`config.mk`:
```
export PLATFORM = sky130hd
export DESIGN_NAME = mac_exec_unit
export DESIGN_NICKNAME = d
export VERILOG_FILES = /design/src/rtl/mac_exec_unit.sv
export SDC_FILE = /design/constraint.sdc
export NUM_CORES = 1
export LEC_CHECK = 0
export ABC_AREA = 1
export BUFFER_PORTS_ARGS = -buffer_cell sky130_fd_sc_hd__buf_2
export CAP_MARGIN = 20
export CORE_ASPECT_RATIO = 0.8
export CORE_UTILIZATION = 45
export CTS_CLUSTER_SIZE = 25
export DETAILED_ROUTE_END_ITERATION = 7
export RECOVER_POWER = 50
export SLEW_MARGIN = 40
export SYNTH_ARGS = -nofsm -noshare
export SYNTH_HDL_FRONTEND = slang
export SYNTH_SLANG_ARGS = --single-unit
```
`constraint.sdc`:
```
create_clock -name clk -period 18.1 [get_ports clk]
set_clock_uncertainty 0.05 [all_clocks]
set_input_delay 5.43 -clock clk [delete_from_list [all_inputs] [get_ports clk]]
set_output_delay 5.43 -clock clk [all_outputs]
set_load 0.01 [all_outputs]
```
`src/rtl/mac_exec_unit.sv`:
```
// mac_exec_unit: iterative multiply-accumulate unit for the execute stage, stalls the pipeline while busy
module mac_exec_unit #(
  parameter int XLEN       = 32,
  parameter int RADIX_BITS = 8
) (
  input  logic            clk,
  input  logic            rst,
  input  logic            flush_e,
  input  logic            mac_write_e,
  input  logic [1:0]      mac_op_e,
  input  logic [XLEN-1:0] src_a_e,
  input  logic [XLEN-1:0] src_b_e,
  output logic            stall_o,
  output logic            done_o,
  output logic [XLEN-1:0] mac_result_o
);
  localparam int N_ITER = XLEN / RADIX_BITS;
  localparam int CW = N_ITER > 1 ? $clog2(N_ITER) : 1;
  localparam logic [1:0] OP_MUL = 2'd1, OP_MACC = 2'd2, OP_CLR = 2'd3;
  typedef enum logic [1:0] {S_IDLE, S_MUL, S_DONE} state_t;
  state_t state_q, state_d;
  logic [XLEN-1:0] a_q, b_q, prod_q, acc_q, term, prod_d, acc_d;
  logic [1:0] op_q;
  logic [CW-1:0] count_q;
  logic [RADIX_BITS-1:0] digit;
  logic [31:0] shamt;
  logic req, clr, last;
  assign req = mac_write_e & ~flush_e & (mac_op_e == OP_MUL | mac_op_e == OP_MACC);
  assign clr = mac_write_e & ~flush_e & mac_op_e == OP_CLR;
  assign last = count_q == CW'(N_ITER - 1);
  assign shamt = 32'(count_q) * RADIX_BITS;
  assign digit = RADIX_BITS'(b_q >> shamt);
  assign term = XLEN'(a_q * XLEN'(digit)) << shamt;
  assign prod_d = prod_q + term;
  assign acc_d = op_q == OP_MACC ? acc_q + prod_d : prod_d;
  assign mac_result_o = acc_q;
  // state register
  always_ff @(posedge clk or posedge rst)
    if (rst) state_q <= S_IDLE;
    else state_q <= state_d;
  // next state: start on a request, abort on flush, finish after the last digit
  always_comb
    state_d = state_q == S_IDLE ? (req ? S_MUL : S_IDLE) :
              state_q == S_MUL  ? (flush_e ? S_IDLE : last ? S_DONE : S_MUL) : S_IDLE;
  // outputs: stall from the accepting cycle until the last digit, drop on flush or reset
  always_comb begin
    stall_o = ~rst & (state_q == S_IDLE ? req : state_q == S_MUL & ~flush_e);
    done_o = state_q == S_DONE;
  end
  // datapath: latch operands at start, accumulate one digit per cycle, commit on the last digit
  always_ff @(posedge clk or posedge rst)
    if (rst) begin
      a_q <= '0;
      b_q <= '0;
      op_q <= '0;
      prod_q <= '0;
      count_q <= '0;
      acc_q <= '0;
    end else begin
      if (state_q == S_IDLE & req) begin
        a_q <= src_a_e;
        b_q <= src_b_e;
        op_q <= mac_op_e;
        prod_q <= '0;
        count_q <= '0;
      end else if (state_q == S_MUL) begin
        prod_q <= prod_d;
        count_q <= count_q + 1'b1;
      end
      if (state_q == S_IDLE & clr) acc_q <= '0;
      else if (state_q == S_MUL & ~flush_e & last) acc_q <= acc_d;
    end
endmodule

```
# Yosys cells after proc, flatten, opt, wreduce, memory -nomap -nowiden

Cells that the tools add are included.

Register bits: 134
Bits of input ports: 70
Output and inout port bits: 34
Word-level logic and storage cells: 47

Add/sub/neg operators: 3
$mul: 1
Eq/ne operators: 7
Shift-type cells: 2
Muxes and demuxes: 13
Bitwise operators: 11
Reductions and logical operators: 3

Operators by type and width:

| operator            | count |
|---|---|
| $mux 32             | 5 |
| $add 32x32->32      | 2 |
| $mul 32x8->32       | 1 |
| $shl 32x5->32       | 1 |
| $shr 32x5->8        | 1 |
| $mux 2              | 6 |
| $eq 2x2->1 const B  | 5 |
| $and 1x1->1         | 8 |
| $eq 2x1->1 const B  | 2 |
| $reduce_bool 2->1   | 2 |
| $add 2x1->2 const B | 1 |
| $logic_not 2->1     | 1 |
| $mux 1              | 2 |
| $not 1->1           | 2 |
| $or 1x1->1          | 1 |

# Logic depth before layout (Yosys ltp)

Gate-level depths: netlist (run 1).

Word-level depth: 8
Mapped depth: 53
Mapped depth without buffers: 51

# Worst setup path after synthesis (run 1)

Ideal clock, no wire load.

Path kind: input port to output port
Start: in mac_op_e[0]
End: out stall_o
Data arrival time: 6607 ps
Required time: 12620 ps
Path slack: 6013 ps
Cell stages on the path: 6
Path buffers: 1
Cell sequence: ha_1 nand3_1 inv_2 buf_1 a21oi_1 nor2_1

Word-level cells in the longest chain between the ends: 5
Elaborated cells on any way between the ends: 6
Classes of those cells: 2 x eq/ne; 1 x mux; 3 x bitwise

RTL lines:

| item                                     | RTL line | RTL |
|---|---|---|
| from (decl)                              | 10       | `input logic [1:0] mac_op_e,` |
| $eq 2x1->1 or $eq 2x2->1 (tied branches) | 28       | `assign req = mac_write_e & ~flush_e & (mac_op_e == OP_MUL \| mac_op_e == OP_MACC);` |
| $or 1x1->1 *                             | 28       |  |
| $and 1x1->1 *                            | 28       |  |
| $mux 1 *                                 | 47       | `stall_o = ~rst & (state_q == S_IDLE ? req : state_q == S_MUL & ~flush_e);` |
| $and 1x1->1 *                            | 47       |  |
| to (decl)                                | 13       | `output logic stall_o,` |

Mark *: on every way between the ends. The rest lies on a longest branch, timed or not.

# Final worst setup path (run 1)

Ends and elaborated chain as after synthesis.

==> reports/results.md, run 1 <==
| Parameter | Value | Unit |
|---|---|---|
| Unrepaired setup endpoints after global routing | no | - |
| Synth Flop Type | sky130_fd_sc_hd__dfrtp_1 | - |
| Remaining number of nets flagged by the antenna check after routing | 0 | - |
| Maximum number of pins on one net before global-route repair | 86 | - |
| Area of the die | 0.0360 | mm^2 |
| CTS tree | built | - |
| Share of layout cells above drive strength 1 | 8.44 | % |
| Min Clock Period, post-route | 13570 | ps |
| Via/cell ratio | 5.25 | - |
| Clock buffers created by TritonCTS | 17 | - |
| Slew at the pin closest to its max-slew limit | 4170 | ps |
| Placer congestion estimate | 0.947 | - |
| Row count | 61 | - |
| First-iteration detailed-routing DRC count | 994 | - |
| Number of endpoints with negative hold slack in the final report | 0 | - |
| Critical Path Fanout Max | 37 | - |
| Total number of vias | 14230 | - |
| Most common cell after layout, fill and taps aside | sky130_fd_sc_hd__nand2_1 | - |
| Max Cap Viol | 3 | - |
| Synth area leader | sky130_fd_sc_hd__dfrtp_1 | - |
| Highest-count cells in the layout ignoring fill and taps | sky130_fd_sc_hd__nand2_1 (561), sky130_fd_sc_hd__inv_1 (321), sky130_fd_sc_hd__nor2_1 (240) | - |
| # clock sinks | 134 | - |
| Crit path launch type | primary input | - |
| Violations in the final reports | capacitance limit, slew limit | - |
| Cell depth of the worst min-delay path | 2 | - |
| Area of the core | 0.0347 | mm^2 |
| Gr ovfl total | 0 | - |
| Slew Viols, Final | 174 | - |
| Clock slew at the register clock pins of the worst setup and hold paths | 60 | ps |
| Critical Path End Type | primary output | - |
| Highest attainable clock frequency | 73.7 | MHz |
| Class of the worst hold path | reg -> reg | - |
| Aggregate negative setup slack | 0 | ps |
| Detailed placement HPWL | 36.0 | mm |
| Mapped Avg Cell Area | 7.36 | um^2 |
| Count of hold-fix buffers inserted at cts | 0 | - |
| FF-to-FF setup slack | 7550 | ps |
| DR DRC count | 0 | - |
| Synth-to-layout area growth | 9.65 | % |
| Hold path startpoint | b_q[15] | - |
| Worst path arrival time | 8090 | ps |
| Share of the synthesized area in the top cell type | 21.1 | % |
| Reg-to-reg endpoint | mac_result_o[31] | - |
| Hold endpoint | b_q[15] | - |
| Number of global-route vias before repair | 13585 | - |
| Syn Inst Count | 2154 | - |
| Clock tree buffer depth | 2 | - |
| H-Tree Depth | 4 | - |
| Portion of the post-synthesis area used by sequential elements | 21.1 | % |
| Root cell of the clock tree | sky130_fd_sc_hd__clkbuf_16 | - |
| Count of unique library cells instantiated by Yosys | 53 | - |
| Vertical die dimension | 170 | um |
| Count of flip-flops with a built-in enable after synthesis | 0 | - |
| Post-route fraction of the period consumed by the critical path | 74.9 | % |
| Count of cells resized by post-cts repair | 0 | - |
| Antenna violations before repair | 0 | - |
| Final setup vio count | 0 | - |
| Relative slew margins | -178 | % |
| Synthesized area | 0.0159 | mm^2 |
| Routed len/inst | 16.6 | um |
| Number of flip-flops and latches in the synthesized netlist | 134 | - |
| Warning count from the yosys run | 0 | - |
| Total Nets Final | 2561 | - |
| Dominant cells by area after synthesis | sky130_fd_sc_hd__dfrtp_1 (21%), sky130_fd_sc_hd__fa_1 (20%), sky130_fd_sc_hd__nand2_1 (13%), sky130_fd_sc_hd__ha_1 (8.4%), sky130_fd_sc_hd__inv_1 (7.6%) | - |
| FF-to-FF path depth | 50 | - |
| Setup Fix Bufs, Post-CTS | 0 | - |
| CP required | 12620 | ps |
| Classification of the worst setup path | in -> out | - |
| Clock latency on the worst-skew pair | 460 | ps |
| Number of port buffers | 103 | - |
| R2R Path Start | count_q[0] | - |
| First-pass DRT Iterations | 5 | - |
| Effective utilization at floorplan | 45.7 | % |
| Total Routed Length | 45.1 | mm |
| All-Layer GR Usage | 26.0 | % |
| Number of antenna cells inserted | 0 | - |
| Result of the run | complete, but fails checks | - |
| Net count of the mapped netlist | 2489 | - |
| Number of primary I/O pins | 104 | - |
| Die width | 212 | um |
| Proportion of register bits with asynchronous set or reset after synthesis | 100 | % |
| Worst setup path start | mac_op_e[0] | - |
| Wire length of the first global-routing pass | 72.4 | mm |
[cell usage after synthesis (4+ instances only)]
master,count
sky130_fd_sc_hd__a22o_1,7
sky130_fd_sc_hd__o211ai_1,11
sky130_fd_sc_hd__nand3_1,77
sky130_fd_sc_hd__nor2_1,242
sky130_fd_sc_hd__o21ai_2,4
sky130_fd_sc_hd__buf_1,6
sky130_fd_sc_hd__a31oi_1,12
sky130_fd_sc_hd__nand4_1,12
sky130_fd_sc_hd__nand2_1,562
sky130_fd_sc_hd__or2_2,7
sky130_fd_sc_hd__inv_2,5
sky130_fd_sc_hd__clkbuf_1,48
sky130_fd_sc_hd__mux2i_1,4
sky130_fd_sc_hd__a32o_1,11
sky130_fd_sc_hd__a21boi_2,4
sky130_fd_sc_hd__clkinv_1,6
sky130_fd_sc_hd__buf_6,5
sky130_fd_sc_hd__ha_1,107
sky130_fd_sc_hd__inv_1,323
sky130_fd_sc_hd__a21oi_1,119
sky130_fd_sc_hd__nand3_2,13
sky130_fd_sc_hd__o21ai_0,129
sky130_fd_sc_hd__xor2_1,41
sky130_fd_sc_hd__nand3b_1,4
sky130_fd_sc_hd__a21o_1,11
sky130_fd_sc_hd__o21bai_1,9
sky130_fd_sc_hd__o21a_1,6
sky130_fd_sc_hd__xnor2_1,18
sky130_fd_sc_hd__nor3_1,14
sky130_fd_sc_hd__a221oi_1,4
sky130_fd_sc_hd__nand2_2,5
sky130_fd_sc_hd__o21ai_1,7
sky130_fd_sc_hd__dfrtp_1,134
sky130_fd_sc_hd__fa_1,158
[cell type report]
cell class	instances	area (um^2)
clock buffers	22	474
clock inverters	10	143
fillers	3536	17300
inverters	335	1260
multi-input cells	1622	11000
flip-flops and latches	134	3350
well taps	472	591
repair buffers	116	598
[layer usage]
| metal | wire length, um | GRT usage (%) | vias to the layer above |
|---|---|---|---|
| li1 | - | - | 6957 |
| met1 | 22200 | 38.9 | 6857 |
| met2 | 19500 | 38.1 | 384 |
| met3 | 3030 | 5.74 | 32 |
| met4 | 427 | 5.32 | 0 |
| met5 | 0 | 0 | - |
[how the worst max path moves through the flow]
stage,to,slack (ps)
final,stall_o,4530
after global routing,stall_o,4250
after CTS,stall_o,5760
after detailed placement,stall_o,5760
after global placement,stall_o,5780
after floorplan,stall_o,6010
[sequential cells by signal, indices dropped and copies added, names as in the netlist]
register and count:
a_q 32, b_q 32, mac_result_o 32, prod_q 32
count_q 2, op_q 2, state_q 2
[stage by stage]
stage,instance area (um^2),hold slack (ps),cells,worst slack [ps],util (%)
after floorplan,15900,399,2154,6010,-
after global placement,16800,412,2679,5780,48.4
after detailed placement,16800,415,2679,5760,48.4
after CTS,17400,432,2711,5760,50.1
after global routing,17400,448,2711,4250,50.1
final,17400,430,2711,4530,50.1
[worst max-delay path: stages]
cell and delay, ps:
sky130_fd_sc_hd__clkbuf_1 90, sky130_fd_sc_hd__ha_1 290, sky130_fd_sc_hd__nand3_1 80, sky130_fd_sc_hd__clkbuf_1 1090
sky130_fd_sc_hd__inv_1 560, sky130_fd_sc_hd__a21oi_1 330, sky130_fd_sc_hd__nor2_1 60, sky130_fd_sc_hd__buf_2 140
[kinds of logic (layout without fill, tap and decap cells)]
kind of cell	count (synthesis)	count (layout)	share of synthesized area (%)
xor+xnor	59	59	3.26
fa+ha+maj	265	265	28.4
simple gates	944	944	24.2
buf+inv	398	483	9.73
flops	134	134	21.1
mux	4	4	0.252
compound gates	350	350	13.0
Power of run 1 is left out: the tool's default activity adds up to more than one toggle a clock period on the data nets, which glitch-free logic cannot reach.
==> run 2: changes to the inputs <==
clock period = 12.2 ns   (was 18.1 ns; I/O delays follow)
==> reports/results.md, run 2 (synthesis gave the netlist of run 1 again) <==
| Parameter | Value | Unit |
|---|---|---|
| Final setup vio count | 0 | - |
| Wire length of the first global-routing pass | 74.2 | mm |
| Vertical die dimension | 170 | um |
| Critical Path Fanout Max | 49 | - |
| Worst setup path start | count_q[0] | - |
| H-Tree Depth | 4 | - |
| Number of fill cells in the layout | 3557 | - |
| Total Routed Length | 46.0 | mm |
| Root cell of the clock tree | sky130_fd_sc_hd__clkbuf_16 | - |
| Crit path to | mac_result_o[29] | - |
| Number of global-route vias before repair | 13574 | - |
| Violations in the final reports | capacitance limit, slew limit | - |
| Count of hold-fix buffers inserted at cts | 0 | - |
| Routed len/inst | 17.0 | um |
| Clock buffers created by TritonCTS | 17 | - |
| Effective utilization at floorplan | 45.7 | % |
| Slew at the pin closest to its max-slew limit | 3590 | ps |
| Synth-to-layout area growth | 9.47 | % |
| Largest incremental delay on the critical path | 790 | ps |
| Setup Fix Bufs, Post-CTS | 0 | - |
| Clock latency on the worst-skew pair | 470 | ps |
| Min Clock Period, post-route | 10620 | ps |
| Via/cell ratio | 5.27 | - |
| FF-to-FF setup slack | 1580 | ps |
| Maximum number of pins on one net before global-route repair | 84 | - |
| Clock slew at the register clock pins of the worst setup and hold paths | 70 | ps |
| Classification of the worst setup path | reg -> reg | - |
| Cell depth of the worst min-delay path | 2 | - |
| Clock tree buffer depth | 2 | - |
| Number of port buffers | 103 | - |
| Area of all placed cells without fillers | 0.0174 | mm^2 |
| Remaining number of nets flagged by the antenna check after routing | 0 | - |
| Worst path arrival time | 10920 | ps |
| First-pass DRT Iterations | 5 | - |
| Total number of vias | 14292 | - |
| Highest attainable clock frequency | 94.1 | MHz |
| Hold path startpoint | b_q[22] | - |
| Fin Hold WS | 435 | ps |
| Area of the die | 0.0360 | mm^2 |
| Placer congestion estimate | 0.940 | - |
| FF-to-FF path depth | 46 | - |
| Count of cells resized by post-cts repair | 0 | - |
| Number of endpoints with negative hold slack in the final report | 0 | - |
| Total Nets Final | 2560 | - |
| Die width | 212 | um |
| DR DRC count | 0 | - |
| Result of the run | complete, but fails checks | - |
| CP required | 12490 | ps |
| Share of layout cells above drive strength 1 | 8.62 | % |
| Number of primary I/O pins | 104 | - |
| Post-detailed-placement cell area | 0.0168 | mm^2 |
| Relative slew margins | -141 | % |
| Gr ovfl total | 0 | - |
| # clock sinks | 134 | - |
| Area of the core | 0.0347 | mm^2 |
| Number of antenna cells inserted | 0 | - |
| Slew Viols, Final | 137 | - |
| Highest-count cells in the layout ignoring fill and taps | sky130_fd_sc_hd__nand2_1 (560), sky130_fd_sc_hd__inv_1 (320), sky130_fd_sc_hd__nor2_1 (241) | - |
| CP most frequent cell | sky130_fd_sc_hd__nand2_1 | - |
| Unrepaired setup endpoints after global routing | no | - |
| Most common cell after layout, fill and taps aside | sky130_fd_sc_hd__nand2_1 | - |
| First-iteration detailed-routing DRC count | 1091 | - |
| Max Cap Viol | 2 | - |
| Class of the worst hold path | reg -> reg | - |
| Post-route fraction of the period consumed by the critical path | 87.1 | % |
| Max stage delay cell, worst path | sky130_fd_sc_hd__dfrtp_1 | - |
| Detailed placement HPWL | 36.7 | mm |
| R2R Path Start | count_q[0] | - |
| Reg-to-reg endpoint | mac_result_o[29] | - |
| Aggregate negative setup slack | 0 | ps |
| Antenna violations before repair | 1 | - |
| Crit path launch type | flop | - |
| Critical Path End Type | flop | - |
| All-Layer GR Usage | 26.6 | % |
| CTS tree | built | - |
| Row count | 61 | - |
-- run 2: cell types whose count changed in the layout (fill, tap and decap cells not counted), moves of 2 or more --
cell / change
sky130_fd_sc_hd__clkbuf_8: -2
sky130_fd_sc_hd__clkinv_4: +2
sky130_fd_sc_hd__bufinv_16: -2
sky130_fd_sc_hd__inv_8: +2
sky130_fd_sc_hd__clkbuf_1: -6
sky130_fd_sc_hd__inv_6: +3
sky130_fd_sc_hd__buf_2: +4
sky130_fd_sc_hd__clkinv_1: +2
-- run 2: how the worst min path moves through the flow --
stage	to	slack (ps)
2_1_floorplan	b_q[10]	400
3_3_place_gp	b_q[19]	410
3_5_place_dp	b_q[5]	420
4_1_cts	b_q[5]	430
5_1_grt	b_q[31]	450
6_report	b_q[22]	440
-- run 2: layout make-up --
cell class	instances	area [um^2]	share of cell area (%)
multi-input cells	1622	11000	63.2
inverters	335	1260	7.26
clock buffers	19	443	2.55
repair buffers	115	607	3.49
clock inverters	13	136	0.785
flip-flops and latches	134	3350	19.3
well taps	472	591	3.40
-- run 2: stage by stage --
stage	util [%]	instances	setup WS, ps
after global placement	48.3	2677	1980
final	50.0	2710	1580
after detailed placement	48.4	2678	1750
after CTS	50.1	2710	1680
after floorplan	-	2154	3650
after global routing	50.0	2710	560
-- run 2: metal layers --
metal | global-route usage (%) | wire [um]
met3 | 4.52 | 2770
met5 | 0 | 0
met2 | 38.7 | 19600
met4 | 6.08 | 462
met1 | 40.8 | 23200
-- run 2: worst max-delay path, delay by kind of cell (launching register included) --
kind	cells	cell delay [ps]
AND/OR/NAND/NOR	22	3510
adder cells (fa/ha/maj)	7	2970
AO/OA/AOI/OAI	9	1750
buffers and inverters	7	1100
flip-flops	1	790
XOR/XNOR	1	320
Power of run 2 is left out for the same reason.
